<file path="src/rtl/mac_pkg.sv">
// Shared definitions for the MAC front end: default group geometry, the
// scheduler state encoding and the zero-product rule.
package mac_pkg;

  localparam int GROUP = 9;
  localparam int PP_W  = 4;
  localparam int EXP_W = 6;
  localparam int QF_W  = 5;
  localparam int IDX_W = 4;

  typedef enum logic {
    COLLECT = 1'b0,
    ISSUE   = 1'b1
  } state_e;

  // A product is zero when its magnitude field is empty; the sign bit is ignored.
  function automatic logic pp_is_zero(input logic [PP_W-1:0] pp);
    return (pp[PP_W-2:0] == {(PP_W-1){1'b0}});
  endfunction

endpackage

</file>
<file path="src/rtl/exp_max_tracker.sv">
// Running unsigned maximum of the exponents in one group; zero products
// contribute an exponent of 0 so they can never raise the maximum.
module exp_max_tracker #(
  parameter int EXP_W = mac_pkg::EXP_W
) (
  input  logic             i_clk,
  input  logic             i_rst_n,
  input  logic             i_load,
  input  logic             i_update,
  input  logic             i_zero,
  input  logic [EXP_W-1:0] i_exp,
  output logic [EXP_W-1:0] o_max
);

  logic [EXP_W-1:0] w_cand;
  logic [EXP_W-1:0] r_max;

  // Candidate exponent after zero-product suppression.
  always_comb begin
    w_cand = {EXP_W{1'b0}};
    if (i_zero) begin
      w_cand = {EXP_W{1'b0}};
    end else begin
      w_cand = i_exp;
    end
  end

  // Load restarts the maximum for a new group; update only ever raises it.
  always_ff @(posedge i_clk or negedge i_rst_n) begin
    if (!i_rst_n) begin
      r_max <= {EXP_W{1'b0}};
    end else if (i_load) begin
      r_max <= w_cand;
    end else if (i_update && (w_cand > r_max)) begin
      r_max <= w_cand;
    end else begin
      r_max <= r_max;
    end
  end

  assign o_max = r_max;

endmodule

</file>
<file path="src/rtl/align_group_scheduler.sv">
// Collects a group of partial products while tracking their maximum exponent,
// then replays the group to the alignment stage with the common max attached.
module align_group_scheduler
  import mac_pkg::*;
#(
  parameter int GROUP = mac_pkg::GROUP,
  parameter int PP_W  = mac_pkg::PP_W,
  parameter int EXP_W = mac_pkg::EXP_W,
  parameter int QF_W  = mac_pkg::QF_W
) (
  input  logic             i_clk,
  input  logic             i_rst_n,
  input  logic             i_valid,
  output logic             o_ready,
  input  logic [PP_W-1:0]  i_denorm_pp,
  input  logic [EXP_W-1:0] i_exp,
  input  logic [QF_W-1:0]  i_Q_frac,
  output logic             o_valid,
  input  logic             i_ready,
  output logic [PP_W-1:0]  o_denorm_pp,
  output logic [EXP_W-1:0] o_exp,
  output logic [EXP_W-1:0] o_max_exp,
  output logic [QF_W-1:0]  o_Q_frac,
  output logic [3:0]       o_idx,
  output logic             o_last
);

  localparam logic [3:0] LAST_IDX = 4'(GROUP - 1);

  state_e           r_state;
  state_e           w_state_nxt;
  logic [3:0]       r_wr_cnt;
  logic [3:0]       r_rd_cnt;
  logic [QF_W-1:0]  r_qf;
  logic [PP_W-1:0]  r_buf_pp  [GROUP];
  logic [EXP_W-1:0] r_buf_exp [GROUP];
  logic             w_accept;
  logic             w_issue;
  logic             w_first;
  logic             w_wr_last;
  logic             w_rd_last;
  logic [EXP_W-1:0] w_max;

  assign w_first   = (r_wr_cnt == 4'd0);
  assign w_wr_last = (r_wr_cnt == LAST_IDX);
  assign w_rd_last = (r_rd_cnt == LAST_IDX);

  // Handshake flags depend only on the state register, never on i_valid/i_ready paths back out.
  always_comb begin
    o_ready  = 1'b1;
    o_valid  = 1'b0;
    w_accept = 1'b0;
    w_issue  = 1'b0;
    case (r_state)
      COLLECT: begin
        o_ready  = 1'b1;
        o_valid  = 1'b0;
        w_accept = i_valid;
      end
      ISSUE: begin
        o_ready = 1'b0;
        o_valid = 1'b1;
        w_issue = i_ready;
      end
      default: begin
        o_ready = 1'b1;
        o_valid = 1'b0;
      end
    endcase
  end

  // Next-state selection.
  always_comb begin
    w_state_nxt = r_state;
    case (r_state)
      COLLECT: begin
        if (w_accept && w_wr_last) begin
          w_state_nxt = ISSUE;
        end else begin
          w_state_nxt = COLLECT;
        end
      end
      ISSUE: begin
        if (w_issue && w_rd_last) begin
          w_state_nxt = COLLECT;
        end else begin
          w_state_nxt = ISSUE;
        end
      end
      default: w_state_nxt = COLLECT;
    endcase
  end

  // State register.
  always_ff @(posedge i_clk or negedge i_rst_n) begin
    if (!i_rst_n) begin
      r_state <= COLLECT;
    end else begin
      r_state <= w_state_nxt;
    end
  end

  // Write and read pointers wrap at the end of each group.
  always_ff @(posedge i_clk or negedge i_rst_n) begin
    if (!i_rst_n) begin
      r_wr_cnt <= 4'd0;
      r_rd_cnt <= 4'd0;
    end else begin
      if (w_accept) begin
        r_wr_cnt <= w_wr_last ? 4'd0 : (r_wr_cnt + 4'd1);
      end
      if (w_issue) begin
        r_rd_cnt <= w_rd_last ? 4'd0 : (r_rd_cnt + 4'd1);
      end
    end
  end

  // Group buffer and the Q_frac latched from the first beat.
  always_ff @(posedge i_clk or negedge i_rst_n) begin
    if (!i_rst_n) begin
      r_qf <= {QF_W{1'b0}};
      for (int i = 0; i < GROUP; i++) begin
        r_buf_pp[i]  <= {PP_W{1'b0}};
        r_buf_exp[i] <= {EXP_W{1'b0}};
      end
    end else if (w_accept) begin
      r_buf_pp[r_wr_cnt]  <= i_denorm_pp;
      r_buf_exp[r_wr_cnt] <= i_exp;
      if (w_first) begin
        r_qf <= i_Q_frac;
      end
    end
  end

  exp_max_tracker #(
    .EXP_W (EXP_W)
  ) u_max (
    .i_clk    (i_clk),
    .i_rst_n  (i_rst_n),
    .i_load   (w_accept && w_first),
    .i_update (w_accept && !w_first),
    .i_zero   (pp_is_zero(i_denorm_pp)),
    .i_exp    (i_exp),
    .o_max    (w_max)
  );

  assign o_denorm_pp = r_buf_pp[r_rd_cnt];
  assign o_exp       = r_buf_exp[r_rd_cnt];
  assign o_max_exp   = w_max;
  assign o_Q_frac    = r_qf;
  assign o_idx       = r_rd_cnt;
  assign o_last      = (r_state == ISSUE) && w_rd_last;

endmodule

</file>
<file path="config.mk">
export PLATFORM = sky130hd
export DESIGN_NAME = align_group_scheduler
export DESIGN_NICKNAME = d
export VERILOG_FILES = /design/src/rtl/mac_pkg.sv /design/src/rtl/exp_max_tracker.sv /design/src/rtl/align_group_scheduler.sv
export SDC_FILE = /design/constraint.sdc
export NUM_CORES = 1
export LEC_CHECK = 0
export BUFFER_PORTS_ARGS = -buffer_cell sky130_fd_sc_hd__buf_2
export CORE_ASPECT_RATIO = 0.6
export CORE_MARGIN = 3
export CORE_UTILIZATION = 54
export DETAILED_ROUTE_END_ITERATION = 8
export PLACE_DENSITY = 0.86
export SYNTH_ARGS = -nofsm -noshare
export SYNTH_HDL_FRONTEND = slang
export SYNTH_SLANG_ARGS = --single-unit
</file>
<file path="constraint.sdc">
create_clock -name i_clk -period 1.9 [get_ports i_clk]
set_input_delay 0.19 -clock i_clk [delete_from_list [all_inputs] [get_ports i_clk]]
set_output_delay 0.19 -clock i_clk [all_outputs]
set_load 0.02 [all_outputs]
</file>
==> results of run 1 <==
worst max-delay path: cells and delay by family, from the launching register on:
| family | cells | cell delay, ns |
|---|---|---|
| compound gates | 1 | 0.12 |
| buf+inv | 2 | 0.31 |
| flops | 1 | 0.47 |
| mux | 2 | 0.75 |
registers in the layout (all words and copies together), names as in the netlist:
signal / count
r_buf_exp: 54
r_buf_pp: 36
u_max.o_max: 6
o_Q_frac: 5
o_idx: 4
r_wr_cnt: 4
r_state: 1
stage by stage:
step	utilization	total power, uW
2_1_floorplan	-	6880
3_3_place_gp	0.646	8070
3_5_place_dp	0.646	8380
4_1_cts	0.693	10500
5_1_grt	0.701	11300
6_report	0.701	10700
metal layers:
layer / global-route usage / vias up / share of wire
li1: - / 1515 / -
met2: 0.421 / 120 / 0.48
met4: 0.0739 / 0 / 0.016
met1: 0.336 / 1791 / 0.43
met3: 0.0617 / 21 / 0.070
met5: 0 / - / 0
cell usage in the layout (no fill, tap or decap), drive strengths merged, types with 2 or more instances in the layout:
| master | count |
|---|---|
| dfrtp | 110 |
| mux2 | 102 |
| buf | 101 |
| nand2 | 22 |
| mux4 | 20 |
| o21ai | 17 |
| inv | 12 |
| ha | 12 |
| mux2i | 11 |
| clkbuf | 10 |
| nor2b | 9 |
| nor3 | 5 |
| nand3 | 4 |
| clkinv | 4 |
| a21o | 3 |
| nand2b | 2 |
| a21oi | 2 |
| a32oi | 2 |
kinds of logic after synthesis:
| family | Yosys count | share of synthesized area |
|---|---|---|
| multiplexers | 133 | 0.326 |
| flip-flops | 110 | 0.525 |
| AND/OR/NAND/NOR | 50 | 0.0561 |
| buffers and inverters | 35 | 0.0282 |
| AO/OA/AOI/OAI | 28 | 0.0356 |
| adder cells (fa/ha/maj) | 12 | 0.0287 |
layout make-up:
| type | count | area [um2] | share of cell area |
|---|---|---|---|
| clock buffer | 10 | 239 | 0.0367 |
| clock inverter | 6 | 46.3 | 0.00710 |
| sequential | 110 | 2750 | 0.423 |
| inverter | 11 | 43.8 | 0.00672 |
| timing repair buffer | 102 | 827 | 0.127 |
| tap | 130 | 163 | 0.0250 |
| multi-input combinational | 223 | 2440 | 0.375 |
worst paths after layout:
check / endpoint / slack, ns
min in group asynchronous: o_Q_frac[4]$_DFFE_PN0P_ / 0.31
setup reg to reg: u_max.o_max[1]$_DFFE_PN0P_ / 0.02
setup / recovery: o_exp[0] / -0.29
hold reg to reg: o_Q_frac[1]$_DFFE_PN0P_ / 0.50
hold / removal: o_Q_frac[2]$_DFFE_PN0P_ / 0.06
max in group asynchronous: o_idx[0]$_DFFE_PN0P_ / 0.86
power by group through the flow:
stage	clock (uW)	sequential, uW	combinational (uW)
after detailed placement	0	3880	4510
after global placement	0	3780	4290
after CTS	1830	3850	4830
final	1830	3890	5010
after floorplan	0	3910	2970
after global routing	1950	3980	5340
what timing repair did:
item	in CTS	in global routing
pin swaps	5	5
gates cloned	2	0
endpoints found under the hold margin	28	0
hold buffers	1	0
resized for setup	18	12
endpoints found under the setup margin	16	18
buffers inserted	4	7
==> impl_metrics.toml, run 1 <==
[yosys]
yosysSeqAreaShare = 0.525
ys_warn_count = 0
syn-num-nets = 399
ys.flop_type = "dfrtp_1"
syn_area_per_cell_um2 = 14.2
async_reset_ff_frac = 1.00
yosys.area.top_type = "dfrtp_1"
syn_area_um2 = 5240
yosysTopAreaCellShare = 0.525
yosys.cell_count.top_type = "dfrtp_1"
ys_top_cells_by_count = "dfrtp_1 (110), mux2_2 (101), nand2_1 (21), mux4_2 (20), o21ai_0 (17)"
yosysUniqueCellTypes = 36
ys_ff_latch = 110
syn_inst = 368
synth_edf_count = 0
synthTopCellsByArea = "dfrtp_1 (53%), mux2_2 (22%), mux4_2 (8.6%), ha_1 (2.9%), mux2i_1 (2.1%)"

[route]
drc = 0
avgViaCountPerCell = 5.82
dr.pass1.iters = 4
initialDrtViolationCount = 284
wl_um = 13100
vias = 3447
ant_nets = 0
drt-wirelength-per-cell_um = 22.2

[clock_tree]
numCtsBuffers = 9
clkSinkCount = 110
clk_pin_slew_worst_paths_ns = 0.08
cts_root_buf = "clkbuf_16"
cts_tree = "built"
cts_buffer_depth = 2
cts_htree_levels = 3
worstSkewPairLatency_ns = 0.36

[critical_path]
r2r.worst_path.cells = 7
worstPathArrival_ns = 2.00
critical_path_class = "register to primary output"
critPathSlowestCell = "mux4_2"
cp-end-kind = "primary output"
worstSetupStartpoint = "o_idx[0]$_DFFE_PN0P_"
reg2reg_from = "u_max.o_max[5]$_DFFE_PN0P_"
crit_path_max_fanout = 6
path_cells = "buf_12 -> mux4_2 -> mux2i_2 -> o21ai_2 -> buf_6"
startpoint_type = "register"
cp.required_ns = 1.71
critical_path.max_stage_delay_ns = 0.54

[power_and_ir_drop]
power-per-cell-area_nw_per_um2 = 1640
seqPwrFrac = 0.363
swShare = 0.358
pwr-share-clk = 0.170
peakVddDrop_uv = 835
leakagePower_uw = 0.00311
p_int_uw = 6880
p_switching_uw = 3840
pwr-share-comb = 0.467

[cells_and_area]
fin_cells = 592
fillers = 614
syn2layout_area_growth_pct = 24.4
fin_nets = 488
diodes = 0
drive_gt1_frac = 0.563
stdcell_area_um2 = 6520

[sta]
setup_viol = 10
maxSlewHeadroom = 0.727
final.setup.worst_slack_ns = -0.290
fin_tns_setup_ns = -2.11
rsz0062_at_grt = "yes"
finClkSkew_ns = 0.00630
fmax_mhz = 457
hold_ws_ns = 0.0616
hold_violations = 0
min_period_over_period = 1.15
maxSlewViolCount = 0
worst_slew_pin_slew_ns = 0.409
period_minus_slack_ns = 2.19

[grt]
grt_use_total = 0.252
grt_max_degree = 56
antenna_found_initial = 0
grt_pass1_vias = 3664
grt.overflow.total = 0
grt_pass1_wl_um = 20400

[floorplan]
die_area_um2 = 11000
core_region_area_um2 = 9290
rows = 27
pin_count = 47
die_y_um = 82.3
start_util = 0.564
die_x_um = 133

[placed_design]
placed_cells = 563
dpl_cell_area_um2 = 6000
io_buffers = 46
dp_hpwl_um = 8410
gp_congestion = 0.911
place_ws_ns = -0.409

[run_status]
status = "complete, but fails checks"
violations = "negative setup slack"

[min_path]
hp-class = "input port to register"
hold_start = "i_Q_frac[2]"
hold_path_depth = 2

[run]
maxCapViolCount = 0
Note: power is estimated with default switching activity, not from simulation.
==> run 2: changes to the inputs <==
- BUFFER_PORTS_ARGS: -buffer_cell sky130_fd_sc_hd__buf_2 -> -buffer_cell sky130_fd_sc_hd__buf_4
- SLEW_MARGIN: unset -> 40
- TNS_END_PERCENT: unset -> 5
==> run 2 against run 1 <==
The flow still finishes with violations (negative setup slack). Global-route usage shrank 0.96 points. Worst hold slack improved by 0.0023 ns. Sequential power hardly changed. Combinational power decreased by 4%. Cell count fell by 1.5%. Clock skew increased by 0.0033 ns. Critical path depth unchanged. Count of clock-buffer cells in the layout shrank 1. Worst setup slack improved by 0.083 ns. Largest power group unchanged.
==> impl_metrics.toml, run 2 (synthesis results as in run 1) <==
[cells_and_area]
top_register = "r_buf_exp"
fillers = 643
layout_common_cells = "dfrtp_1 (108), mux2_2 (97), buf_4 (81)"
largest_reg_flops = 54
fin_nets = 479
layout_commonest_cell = "dfrtp_1"
drive_gt1_frac = 0.561
syn2layout_area_growth_pct = 24.2
diodes = 0

[route]
initialDrtViolationCount = 279
avgViaCountPerCell = 5.79
top_layer = "met4"
dr.pass1.iters = 4
drt-wirelength-per-cell_um = 21.2
drc = 0
vias = 3377
dr_wl_met2_um = 5810
wl_met1_um = 5840
wl_met3_um = 520
wl_um = 12400
ant_nets = 0

[critical_path]
critical_path.max_stage_delay_ns = 0.53
crit_path_max_fanout = 15
critical_path_class = "register to primary output"
cp-end-kind = "primary output"
path_cells = "buf_12 -> mux4_2 -> mux2i_1 -> o21ai_1 -> buf_4"
critPathSlowestCell = "mux4_2"
startpoint_type = "register"
worstPathArrival_ns = 1.92
cp.required_ns = 1.71

[run_status]
status = "complete, but fails checks"
violations = "negative setup slack"

[sta]
finClkSkew_ns = 0.00956
final.setup.worst_slack_ns = -0.207
hold_violations = 0
setup_viol = 16
fmax_mhz = 475
period_minus_slack_ns = 2.11
maxSlewViolCount = 0
hold_ws_ns = 0.0639
rsz0062_at_grt = "yes"
maxSlewHeadroom = 0.725
min_period_over_period = 1.11
worst_slew_pin_slew_ns = 0.411

[grt]
grt_pass1_vias = 3486
grt.overflow.total = 0
antenna_found_initial = 0
grt_max_degree = 60
grt_use_total = 0.242
grt_pass1_wl_um = 19600

[placed_design]
place_ws_ns = -0.415
gp_congestion = 0.791
io_buffers = 46
dp_hpwl_um = 8280

[clock_tree]
clkSinkCount = 110
clk_pin_slew_worst_paths_ns = 0.08
cts_buffer_depth = 2
worstSkewPairLatency_ns = 0.35
cts_htree_levels = 3
cts_root_buf = "clkbuf_16"
numCtsBuffers = 9
cts_tree = "built"

[power_and_ir_drop]
swShare = 0.353
seqPwrFrac = 0.371
finalPower_uw = 10500
peakVddDrop_uv = 901
pwr-share-clk = 0.172
leakagePower_uw = 0.00309
p_switching_uw = 3710
power-per-cell-area_nw_per_um2 = 1620
p_int_uw = 6820
pwr-share-comb = 0.456

[floorplan]
die_x_um = 133
die_y_um = 82.3
core_region_area_um2 = 9290
die_area_um2 = 11000
rows = 27
start_util = 0.564
pin_count = 47

[min_path]
hp-class = "input port to register"

[run]
maxCapViolCount = 0
run 2: cell count changes in the layout (fill, tap and decap cells not counted), sizes merged:
cell / previous run / this run
clkinv: 4 / 2
buf: 101 / 92
clkbuf: 10 / 9
inv: 12 / 15
run 2: cell type report:
type / count / area, um2 / area share
tap: 130 / 163 / 0.0250
timing repair buffer: 93 / 830 / 0.128
clock inverter: 7 / 55.1 / 0.00846
sequential: 110 / 2760 / 0.423
inverter: 11 / 41.3 / 0.00635
multi-input combinational: 223 / 2440 / 0.375
clock buffer: 9 / 225 / 0.0346
run 2: what timing repair did:
| item | 4_1_cts | 5_1_grt |
|---|---|---|
| endpoints found under the setup margin | 16 | 27 |
| hold buffers | 1 | 0 |
| cloned | 0 | 0 |
| gates resized for setup | 5 | 11 |
| setup buffers | 1 | 0 |
| pin swaps | 3 | 0 |
| endpoints found under the hold margin | 16 | 0 |
run 2: worst max-delay path: cells and delay by family (launching register included):
family / cells / cell delay [ns]
mux: 2 / 0.69
compound gates: 1 / 0.10
flops: 1 / 0.42
buf+inv: 2 / 0.35
run 2: power by group through the flow:
stage / Sequential (uW) / Clock [uW] / Combinational [uW]
2_1_floorplan: 3910 / 0 / 2930
3_3_place_gp: 3810 / 0 / 4530
3_5_place_dp: 3900 / 0 / 4690
6_report: 3910 / 1810 / 4810
5_1_grt: 4010 / 1950 / 5160
4_1_cts: 3880 / 1840 / 4780
run 2: metrics by stage:
step	TNS [ns]	cell area, um2	util	std cells
finish	-1.75	6510	0.700	583
global route	-3.01	6510	0.700	583
CTS	-2.39	6480	0.697	583
detailed placement	-2.42	6150	0.662	565
global placement	-1.48	6150	0.662	565
floorplan	-1.64	5320	-	368
run 2: per-layer routing:
metal  up-vias  global-route usage
met2        94               0.394
met4         0              0.0565
met1      1778               0.334
li1       1487                   -
met5         -                   0
met3        18              0.0648
run 2: final timing paths:
| check | from | to | slack [ns] | depth (start not counted) |
|---|---|---|---|---|
| setup reg to reg | u_max.o_max[4]$_DFFE_PN0P_ | u_max.o_max[2]$_DFFE_PN0P_ | -0.01 | 6 |
| hold reg to reg | r_buf_pp[15]$_DFFE_PN0P_ | r_buf_pp[15]$_DFFE_PN0P_ | 0.51 | 1 |
| min in group asynchronous | i_rst_n | r_buf_exp[5]$_DFFE_PN0P_ | 0.26 | 2 |
| setup / recovery | o_idx[0]$_DFFE_PN0P_ | o_exp[4] | -0.21 | 5 |
| hold / removal | i_Q_frac[3] | o_Q_frac[3]$_DFFE_PN0P_ | 0.06 | 2 |
| max in group asynchronous | i_rst_n | r_buf_exp[26]$_DFFE_PN0P_ | 1.05 | 3 |
